$ cat src/rtl/sp_unit_multi_cmd.sv
// In-order command tracker: queues issued channel IDs, presents the oldest to
// writeback, and keeps per-channel outstanding counts for busy/done status.
module sp_unit_multi_cmd #(
  parameter int NUM_CMDS = 4,
  parameter int DEPTH    = 4,
  localparam int CMD_W   = $clog2(NUM_CMDS),
  localparam int OCC_W   = $clog2(DEPTH + 1)
) (
  input  logic                clk,
  input  logic                rst,
  input  logic                issue_new_request,
  input  logic                issue_cmd,
  input  logic [CMD_W-1:0]    issue_cmd_id,
  output logic                issue_ready,
  input  logic                wb_ack,
  output logic                wb_valid,
  output logic [CMD_W-1:0]    wb_cmd_id,
  output logic [NUM_CMDS-1:0] cmd_busy,
  output logic [NUM_CMDS-1:0] cmd_done,
  output logic [OCC_W-1:0]    occupancy,
  output logic                err_ack_empty,
  output logic                err_bad_id
);

  localparam int PTR_W = $clog2(DEPTH);
  // One extra bit so the range check never degenerates when NUM_CMDS is a power of two.
  localparam logic [CMD_W:0]   ID_LIMIT = (CMD_W + 1)'(NUM_CMDS);
  localparam logic [OCC_W-1:0] OCC_FULL = OCC_W'(DEPTH);

  logic [CMD_W-1:0] mem_q [DEPTH];
  logic [PTR_W-1:0] wr_ptr_q, wr_ptr_d;
  logic [PTR_W-1:0] rd_ptr_q, rd_ptr_d;
  logic [OCC_W-1:0] occ_q, occ_d;
  logic [NUM_CMDS-1:0][OCC_W-1:0] cnt_q, cnt_d;
  logic err_ack_empty_q, err_ack_empty_d;
  logic err_bad_id_q, err_bad_id_d;

  logic full, empty, offer, id_ok, acc, ret;
  logic [CMD_W-1:0] head_id;

  assign full    = (occ_q == OCC_FULL);
  assign empty   = (occ_q == '0);
  assign offer   = issue_new_request & ~full & issue_cmd;
  assign id_ok   = ({1'b0, issue_cmd_id} < ID_LIMIT);
  assign acc     = offer & id_ok;
  assign ret     = wb_ack & ~empty;
  assign head_id = mem_q[rd_ptr_q];

  always_comb begin
    wr_ptr_d        = wr_ptr_q + PTR_W'(acc);
    rd_ptr_d        = rd_ptr_q + PTR_W'(ret);
    occ_d           = occ_q + OCC_W'(acc) - OCC_W'(ret);
    err_ack_empty_d = wb_ack & empty;
    err_bad_id_d    = offer & ~id_ok;
  end

  // Same-channel accept and retire cancel, so the counter is left unchanged.
  always_comb begin
    cnt_d = cnt_q;
    for (int i = 0; i < NUM_CMDS; i++) begin
      cnt_d[i] = cnt_q[i]
               + OCC_W'(acc && (issue_cmd_id == CMD_W'(i)))
               - OCC_W'(ret && (head_id == CMD_W'(i)));
    end
  end

  always_ff @(posedge clk) begin
    if (rst) begin
      wr_ptr_q        <= '0;
      rd_ptr_q        <= '0;
      occ_q           <= '0;
      cnt_q           <= '0;
      err_ack_empty_q <= 1'b0;
      err_bad_id_q    <= 1'b0;
    end else begin
      wr_ptr_q        <= wr_ptr_d;
      rd_ptr_q        <= rd_ptr_d;
      occ_q           <= occ_d;
      cnt_q           <= cnt_d;
      err_ack_empty_q <= err_ack_empty_d;
      err_bad_id_q    <= err_bad_id_d;
    end
  end

  // Payload storage needs no reset; stale entries are masked by empty.
  always_ff @(posedge clk) begin
    if (acc) begin
      mem_q[wr_ptr_q] <= issue_cmd_id;
    end
  end

  assign issue_ready   = ~full;
  assign wb_valid      = ~empty;
  assign wb_cmd_id     = empty ? '0 : head_id;
  assign occupancy     = occ_q;
  assign err_ack_empty = err_ack_empty_q;
  assign err_bad_id    = err_bad_id_q;

  for (genvar gi = 0; gi < NUM_CMDS; gi++) begin : g_chan
    assign cmd_busy[gi] = (cnt_q[gi] != '0);
    assign cmd_done[gi] = ~empty & (head_id == CMD_W'(gi));
  end

`ifndef SYNTHESIS
  int cnt_sum;
  always_comb begin
    cnt_sum = 0;
    for (int i = 0; i < NUM_CMDS; i++) begin
      cnt_sum += int'(cnt_q[i]);
    end
  end

  always_ff @(posedge clk) begin
    if (!rst) begin
      assert (cnt_sum == int'(occ_q))
        else $error("occupancy %0d disagrees with channel count sum %0d", occ_q, cnt_sum);
      assert (occ_q <= OCC_FULL)
        else $error("occupancy %0d above depth", occ_q);
    end
  end
`endif

endmodule

$ cat config.mk
export PLATFORM = sky130hd
export DESIGN_NAME = sp_unit_multi_cmd
export DESIGN_NICKNAME = d
export VERILOG_FILES = /design/src/rtl/sp_unit_multi_cmd.sv
export SDC_FILE = /design/constraint.sdc
export NUM_CORES = 1
export LEC_CHECK = 0
export BUFFER_PORTS_ARGS = -buffer_cell sky130_fd_sc_hd__buf_4
export CORE_MARGIN = 8
export CORE_UTILIZATION = 51
export DETAILED_ROUTE_END_ITERATION = 16
export GPL_TIMING_DRIVEN = 0
export PLACE_DENSITY_LB_ADDON = 0.08
export SLEW_MARGIN = 25
export SYNTH_ARGS = -nofsm -noshare
export SYNTH_HDL_FRONTEND = slang
export SYNTH_SLANG_ARGS = --single-unit
export TNS_END_PERCENT = 50
$ cat constraint.sdc
create_clock -name clk -period 3.2 [get_ports clk]
set_input_delay 0 -clock clk [delete_from_list [all_inputs] [get_ports clk]]
set_output_delay 0 -clock clk [all_outputs]
set_load 0.02 [all_outputs]
==> impl_metrics.toml, run 1 <==
[run_status]
status = "complete, no violations"

[clock_network]
root_buffer = "clkbuf_4"
cts_max_level = 1
cts.sinks = 28
clockBufferDepth = 2
clk-insertion-delay-late_ps = 320
cts_tree = "built"
cts_buffers = 3
clk_pin_slew_ps = 140
cts_resized = 0

[cells_and_area]
diodes = 0
fin_nets = 177
area_delta_synth_final_pct = 20.16
fill_cells = 223
drive_above_1_share_pct = 20.78

[timing]
hold_viol = 0
drv_slew = 0
skew_ps = 5.564
rsz0062_at_grt = "false"
min_period_over_period_pct = 84.34
fmax_mhz = 370.5
setup_viol = 0
tns_ps = 0
tightest_slew_ps = 599.5
relSlewSlack_pct = 59.69
period_needed_ps = 2699

[setup_path]
timing.rr.end = "cnt_q[5]"
worstPathArrival_ps = 2910
path_cells = "mux4_2 -> nor3_1 -> ha_1 -> inv_1 -> ha_1 -> inv_1 -> fa_1 -> xor2_1 -> xnor2_1 -> nor2_1"
cpPeakStageDelay_ps = 630
worst-setup-path-type = "flip-flop to flip-flop"
ff2ff_path_depth = 10
endpoint_kind = "flip-flop"
critPathSlowestCell = "mux4_2"
worstPathRequired_ps = 3410
ff2ff_setup_slack_ps = 500
startpoint_type = "flip-flop"
crit_fanout = 6
rr_startpoint = "rd_ptr_q[0]"

[routing]
via_per_inst = 5.000
vias = 925
drtPass1Iterations = 4
drt-initial-drc-count = 22
drcViolationCount = 0
wl_um = 2595
drtAntennaViolNets = 0
post_drt_wl_per_cell_um = 14.03

[hold_path]
hold_start = "rst"
hold_class = "input pin to flip-flop"
min_path_cells = 2
hold_path_end = "cnt_q[4]"

[grt]
grt_pass1_vias = 983
grt_use_total_pct = 12.88
antenna_found_initial = 0
overflow = 0
grt_pass1_wl_um = 4554
grt_max_degree = 17

[logic_synthesis]
synth.net_count = 148
syn_inst = 126
synth_mux_area_share_pct = 3.255
yosysSeqAreaShare_pct = 46.29
netlist_area_um2 = 1384
synthXorXnorAreaFrac_pct = 8.861
ys_types = 25
synth_fa_ha_area_share_pct = 16.27
yosys_warnings = 0
synth_top_family_by_area = "simple AND/OR/NAND/NOR gates"
synthFlopType = "dfxtp_1"
postSynthRegisterBits = 28
synth_edf_count = 8
synth-simple-area-share_pct = 18.99
async_flop_share_pct = 0
synth_compound_area_share_pct = 1.175
syn_area_per_cell_um2 = 10.98

[pwr]
p_clk_share_pct = 15.9
power_density_nw_per_um2 = 862.0
intPower_mw = 0.8897
total_power_mw = 1.433
p_sw_mw = 0.5436
combPwrFrac_pct = 48.5
peakVddDrop_mv = 0.5239
p_seq_share_pct = 35.5
swShare_pct = 37.93
power_leakage_nw = 0.7487

[floorplanning]
dieHeight_um = 68.09
rows = 19
io_pins = 24
core_region_area_um2 = 2663
die_area_um2 = 4636
initial_core_util_pct = 51.97
die_x_um = 68.09

[placed_design]
globalplace.congestion = 0.7337
dp_hpwl_um = 2006
port-buffer-count = 21

[job]
drv_cap = 0
## layout make-up
cell class	instances	area, um2	area share (%)
buffer	3	15.01	0.9029
clock buffer	3	22.52	1.354
clock inverter	1	30.03	1.806
inverter	14	52.55	3.160
multi-input combinational	81	675.6	40.63
sequential	28	640.6	38.53
tap	31	38.79	2.333
timing repair buffer	24	187.7	11.29
## sequential cells by signal, summed over array words and instances (netlist names)
| register | cells |
|---|---|
| err_ack_empty | 1 |
| occupancy | 3 |
| cnt_q | 12 |
| wr_ptr_q | 2 |
| rd_ptr_q | 2 |
| mem_q | 8 |
## timing repair
action | CTS | global route
hold buffers | 3 | 0
setup endpoints to repair | 0 | 0
buffers inserted | 0 | 0
endpoints found under the hold margin | 9 | 0
## power by group through the flow
stage | registers, mW | logic, mW | clock network, mW
final | 0.509 | 0.696 | 0.228
after global routing | 0.522 | 0.781 | 0.248
after CTS | 0.510 | 0.705 | 0.236
after detailed placement | 0.518 | 0.695 | 0
after global placement | 0.512 | 0.684 | 0
after floorplan | 0.521 | 0.458 | 0
## worst max-delay path by stage
stage | startpoint | end | slack (ps) | depth (start not counted)
2_1_floorplan | occupancy[1] | cnt_q[2] | 720 | 10
6_report | rd_ptr_q[0] | cnt_q[5] | 500 | 10
5_1_grt | rd_ptr_q[0] | cnt_q[5] | 290 | 10
3_5_place_dp | rd_ptr_q[0] | cnt_q[11] | 550 | 11
4_1_cts | rd_ptr_q[0] | cnt_q[5] | 490 | 10
3_3_place_gp | rd_ptr_q[0] | cnt_q[5] | 570 | 11
## layout by cell type (no fill, tap or decap), drive strengths merged
| cell | netlist | layout |
|---|---|---|
| nand2 | 1 | 1 |
| nor3 | 6 | 6 |
| ha | 10 | 10 |
| nand3b | 2 | 2 |
| o311ai | 1 | 1 |
| xnor2 | 9 | 9 |
| o31ai | 1 | 1 |
| dfxtp | 20 | 20 |
| fa | 5 | 5 |
| nor3b | 3 | 3 |
| buf | 1 | 22 |
| or3 | 5 | 5 |
| inv | 14 | 14 |
| nor2 | 16 | 16 |
| and3 | 1 | 1 |
| clkbuf | 2 | 5 |
| edfxtp | 8 | 8 |
| xor2 | 5 | 5 |
| nor2b | 8 | 8 |
| mux4 | 2 | 2 |
| or3b | 1 | 1 |
| bufinv | 0 | 1 |
| nand3 | 4 | 4 |
| dlygate4sd3 | 0 | 3 |
| conb | 1 | 1 |
## metal layers
layer	up-vias	routed length, um	GRT usage [%]
met3	2	96	2.946
li1	473	-	-
met1	435	1247	17.81
met2	15	1230	18.99
met4	0	20	5.115
met5	-	0	0
## cells by family (layout without fill, tap and decap cells)
| family | Yosys count | in the layout |
|---|---|---|
| flip-flops | 28 | 28 |
| AO/OA/AOI/OAI | 2 | 2 |
| other | 1 | 1 |
| adder cells (fa/ha/maj) | 15 | 15 |
| AND/OR/NAND/NOR | 47 | 47 |
| buffers and inverters | 17 | 45 |
| multiplexers | 2 | 2 |
| XOR/XNOR | 14 | 14 |
## worst max-delay path, delay by kind of cell, from the launching register on
kind	cells	cell delay (ps)
DFF	1	480
and+or+nand+nor	2	320
muxes	1	630
buffers and inverters	2	90
xor gates and xnor gates	2	300
adders and majority gates	3	760
## synthesized netlist by cell type, types with 2 or more instances
library cell,n,share of area [%]
clkbuf_1,2,0.54
inv_1,12,3.3
inv_2,2,0.54
mux4_2,2,3.3
nand3b_1,2,1.1
dfxtp_1,20,29
xnor2_1,9,5.7
nor3b_1,3,1.6
edfxtp_1,8,17
ha_1,10,9.0
xor2_1,5,3.2
nor3_1,6,2.2
or3_1,5,2.3
nor2b_1,8,3.6
nand3_1,3,1.1
fa_1,5,7.2
nor2_1,16,4.3
## stage by stage
step	utilization (%)	cells	hold WS, ps	worst slack [ps]	instance area (um2)
floorplan	-	126	98.87	715.3	1384
global placement	59.35	178	249.4	566.5	1580
detailed placement	59.35	178	246.2	545.1	1580
CTS	62.45	185	64.31	494.6	1663
global route	62.45	185	84.17	287.6	1663
finish	62.45	185	61.57	501.0	1663
Power figures use the tool's default switching activity.
==> inputs of run 2 (changes only) <==
CORE_UTILIZATION = 49   (was 51)
clock period = 2.3 ns   (was 3.2 ns; I/O delays follow)
==> run 2 against run 1 <==
The flow now finishes with violations (negative setup slack); via count grew 2.8%; global-route usage shrank 1.6 points; utilization grew 2.4 points; clock power grew 40%; sequential power grew 43%; critical path depth is the same; maximum frequency grew 9.7%; sequential cell count is the same; combinational power grew 51%.
==> impl_metrics.toml, run 2 (synthesis gave the netlist of run 1 again) <==
[run_status]
status = "complete, but fails checks"
violations = "negative setup slack"

[clock_network]
cts_tree = "built"
root_buffer = "clkbuf_4"
cts_max_level = 1
clockBufferDepth = 2
clk_pin_slew_ps = 150
cts_buffers = 3
clk-insertion-delay-late_ps = 320
cts.sinks = 28

[routing]
vias = 951
drtPass1Iterations = 4
wl_um = 2569
drt-initial-drc-count = 20
drtAntennaViolNets = 0
via_per_inst = 5.005
post_drt_wl_per_cell_um = 13.52
drcViolationCount = 0

[grt]
grt_pass1_wl_um = 4650
grt_max_degree = 17
overflow = 0
antenna_found_initial = 0
grt_pass1_vias = 1062
grt_use_total_pct = 11.32

[hold_path]
hold_class = "input pin to flip-flop"
hold_path_end = "cnt_q[11]"
hold_start = "rst"
min_path_cells = 2

[cells_and_area]
largest_reg_flops = 12
diodes = 0
multiInputGateArea_um2 = 723.2
final_cell_mix = "buf_4 (27), nor2_1 (16), dfxtp_1 (16), inv_1 (11), ha_1 (9)"
design_area_um2 = 1758
regMostFlops = "cnt_q"
register_area_um2 = 650.6
drive_above_1_share_pct = 33.33
final_common_cell = "buf_4"
area_delta_synth_final_pct = 27.03
post-route-util_pct = 64.87
fill_cells = 244
fin_nets = 182

[setup_path]
worst-setup-path-type = "flip-flop to flip-flop"
critPathSlowestCell = "mux4_2"
worstPathArrival_ps = 2670
cpPeakStageDelay_ps = 570
worstPathRequired_ps = 2510
timing.rr.end = "cnt_q[5]"
path_cells = "mux4_2 -> nor3_2 -> ha_1 -> inv_1 -> ha_1 -> inv_2 -> fa_2 -> xor2_1 -> xnor2_1 -> nor2_1"
crit_fanout = 4
endpoint_kind = "flip-flop"
ff2ff_path_depth = 10
rr_startpoint = "rd_ptr_q[0]"
ff2ff_setup_slack_ps = -160
startpoint_type = "flip-flop"
cpMostUsedCell = "ha_1"

[timing]
tightest_slew_ps = 509.8
relSlewSlack_pct = 66.01
worst_slack_ps = -160.2
min_period_over_period_pct = 107.0
setup_viol = 5
hold_viol = 0
drv_slew = 0
holdWs_ps = 69.00
rsz0062_at_grt = "true"
skew_ps = 5.674
period_needed_ps = 2460
fmax_mhz = 406.5

[floorplanning]
io_pins = 24
die_x_um = 69.14
core_region_area_um2 = 2710
initial_core_util_pct = 51.06
die_area_um2 = 4780
rows = 19
dieHeight_um = 69.14

[pwr]
p_seq_share_pct = 34.7
power_density_nw_per_um2 = 1189
p_clk_share_pct = 15.3
power_leakage_nw = 0.7838
total_power_mw = 2.091
peakVddDrop_mv = 0.8046
swShare_pct = 37.40
intPower_mw = 1.309
p_sw_mw = 0.7820
combPwrFrac_pct = 50.0

[placed_design]
port-buffer-count = 21
dpl-instance-area_um2 = 1620
globalplace.congestion = 0.7541
dp_hpwl_um = 1999

[job]
drv_cap = 0
## run 2: worst max-delay path by stage
stage	startpoint	end	slack [ps]	cells past startpoint
3_3_place_gp	rd_ptr_q[0]	cnt_q[5]	-180	11
2_1_floorplan	occupancy[2]	cnt_q[2]	-50	10
4_1_cts	rd_ptr_q[0]	cnt_q[5]	-170	10
5_1_grt	rd_ptr_q[0]	cnt_q[5]	-260	10
6_report	rd_ptr_q[0]	cnt_q[5]	-160	10
3_5_place_dp	rd_ptr_q[0]	cnt_q[5]	-220	11
## run 2: what timing repair did
action | in CTS | in global routing
buffers inserted | 4 | 1
gates resized for setup | 2 | 3
setup endpoints to repair | 8 | 9
hold buffers | 3 | 0
hold endpoints to repair | 9 | 0
pin swaps | 2 | 3
## run 2: layout make-up
type,count,share of cell area [%]
inverter,14,2.989
clock buffer,3,1.281
buffer,3,0.8541
multi-input combinational,81,41.14
clock inverter,1,1.708
timing repair buffer,29,12.81
sequential,28,37.01
tap,31,2.206
## run 2: through the flow
stage | instances | setup TNS [ps] | worst slack, ps
finish | 190 | -398.9 | -160.2
global route | 190 | -1125 | -264.3
floorplan | 126 | -126.4 | -46.03
detailed placement | 178 | -894.9 | -222.9
global placement | 178 | -673.5 | -182.7
CTS | 189 | -549.0 | -169.3
## run 2: worst max-delay path, delay by kind of cell, from the launching register on
family | cells | cell delay, ps
and+or+nand+nor | 2 | 250
adders and majority gates | 3 | 720
muxes | 1 | 570
DFF | 1 | 390
xor gates and xnor gates | 2 | 320
buffers and inverters | 2 | 100
## run 2: layer usage
metal / GRT usage [%] / share of wire (%) / up-vias
li1: - / - / 482
met1: 12.73 / 44 / 450
met2: 19.98 / 51 / 17
met3: 2.861 / 4.6 / 2
met4: 4.100 / 0.74 / 0
met5: 0 / 0 / -
## run 2: power by group through the flow
stage / Combinational (mW) / Clock (mW) / Sequential, mW
floorplan: 0.664 / 0 / 0.739
global placement: 0.977 / 0 / 0.728
detailed placement: 0.997 / 0 / 0.736
CTS: 1.05 / 0.326 / 0.729
global route: 1.16 / 0.346 / 0.741
finish: 1.05 / 0.319 / 0.726
==> inputs of run 3 (changes only) <==
PLACE_DENSITY = 0.83   (was not set)
PLACE_DENSITY_LB_ADDON = not set   (was 0.08)
==> run 3 against run 2 <==
The flow still finishes with violations (negative setup slack); global-route usage is 1.6 points higher; clock power increased by 4%; total power up 7.2%; critical endpoint unchanged; largest power group unchanged.
==> impl_metrics.toml, run 3 (synthesis gave the netlist of run 1 again) <==
[run_status]
status = "complete, but fails checks"
violations = "negative setup slack"

[job]
drv_cap = 0

[cells_and_area]
diodes = 0
post-route-util_pct = 67.31
largest_reg_flops = 12
final_common_cell = "buf_4"
area_delta_synth_final_pct = 31.83
drive_above_1_share_pct = 38.04
final_cell_mix = "buf_4 (30), nor2_1 (16), dfxtp_1 (16), inv_1 (9)"
final_cells = 194
regMostFlops = "cnt_q"
design_area_um2 = 1824
fin_nets = 186

[setup_path]
worst-setup-path-type = "flip-flop to flip-flop"
startpoint_type = "flip-flop"
path_cells = "mux4_2 -> inv_4 -> buf_6 -> nor3_2 -> ha_1 -> inv_1 -> ha_2 -> inv_2 -> fa_2 -> xor2_2 -> xnor2_1 -> nor2_1"
worstPathRequired_ps = 2530
crit_fanout = 4
ff2ff_setup_slack_ps = -250
worstPathArrival_ps = 2780
cpPeakStageDelay_ps = 580
endpoint_kind = "flip-flop"
critPathSlowestCell = "mux4_2"

[routing]
vias = 1022
drcViolationCount = 0
drtAntennaViolNets = 0
drtPass1Iterations = 5
via_per_inst = 5.268
post_drt_wl_per_cell_um = 16.25
drt-initial-drc-count = 45
wl_um = 3153

[clock_network]
cts_buffers = 3
clk-insertion-delay-late_ps = 350
cts_max_level = 1
cts.sinks = 28
clk_pin_slew_ps = 160
cts_tree = "built"
root_buffer = "clkbuf_4"
clockBufferDepth = 2

[timing]
skew_ps = 8.816
setup_viol = 8
min_period_over_period_pct = 110.8
rsz0062_at_grt = "true"
drv_slew = 0
worst_slack_ps = -248.3
holdWs_ps = 56.75
period_needed_ps = 2548
fmax_mhz = 392.4
tns_ps = -918.3
hold_viol = 0

[pwr]
power_leakage_nw = 0.8013
total_power_mw = 2.242
power_density_nw_per_um2 = 1229
peakVddDrop_mv = 0.8644

[hold_path]
hold_class = "input pin to flip-flop"

[floorplanning]
dieHeight_um = 69.14
core_region_area_um2 = 2710
rows = 19
initial_core_util_pct = 51.06
die_area_um2 = 4780
die_x_um = 69.14
io_pins = 24

[grt]
overflow = 0
grt_pass1_vias = 1087
grt_use_total_pct = 12.94
grt_pass1_wl_um = 5071
grt_max_degree = 17
antenna_found_initial = 0

[placed_design]
dp_hpwl_um = 2142
dpl-instance-area_um2 = 1620
dp_slack_ps = -237.4
dp_cells = 178
port-buffer-count = 21
globalplace.congestion = 0.7387
[run 3: changes by cell type in the layout (fill, tap and decap cells not counted), sizes merged]
cell / before / now
buf: 27 / 31
[run 3: layout make-up]
type	instances	area (um2)
Timing Repair Buffer	33	259.0
Multi-Input combinational cell	81	750.7
Tap cell	31	38.79
Inverter	14	55.05
Clock buffer	3	22.52
Sequential cell	28	653.1
Buffer	3	15.01
Clock inverter	1	30.03
Fill cell	212	885.9
[run 3: worst paths after layout]
| kind | from | cells past startpoint | end |
|---|---|---|---|
| max | rd_ptr_q[0] | 12 | cnt_q[5] |
| max reg2reg | rd_ptr_q[0] | 12 | cnt_q[5] |
| min | rst | 2 | cnt_q[10] |
| min reg2reg | cnt_q[11] | 2 | cnt_q[11] |
[run 3: layer usage]
| metal | up-vias | track usage, % | wire length [um] |
|---|---|---|---|
| li1 | 486 | - | - |
| met1 | 510 | 13.20 | 1239 |
| met2 | 18 | 24.39 | 1745 |
| met3 | 8 | 2.432 | 74 |
| met4 | 0 | 6.150 | 94 |
| met5 | - | 0 | 0 |
[run 3: worst max-delay path: cells and delay by family, from the launching register on]
family	cells	cell delay [ps]
fa+ha+maj	3	780
mux	1	580
flops	1	400
xor+xnor	2	310
buf+inv	4	290
simple gates	2	90
[run 3: report_power, final]
group          total, mW  switching [mW]  leakage, nW  internal [mW]
combinational       1.19           0.607        0.535          0.580
sequential         0.723           0.102        0.239          0.621
clock              0.332           0.156       0.0279          0.177
[run 3: what timing repair did]
action / in CTS / in global routing
pin swaps: 2 / 6
endpoints found under the setup margin: 8 / 9
resized for setup: 4 / 10
setup buffers: 6 / 3
hold buffers: 3 / 0
hold endpoints to repair: 9 / 0
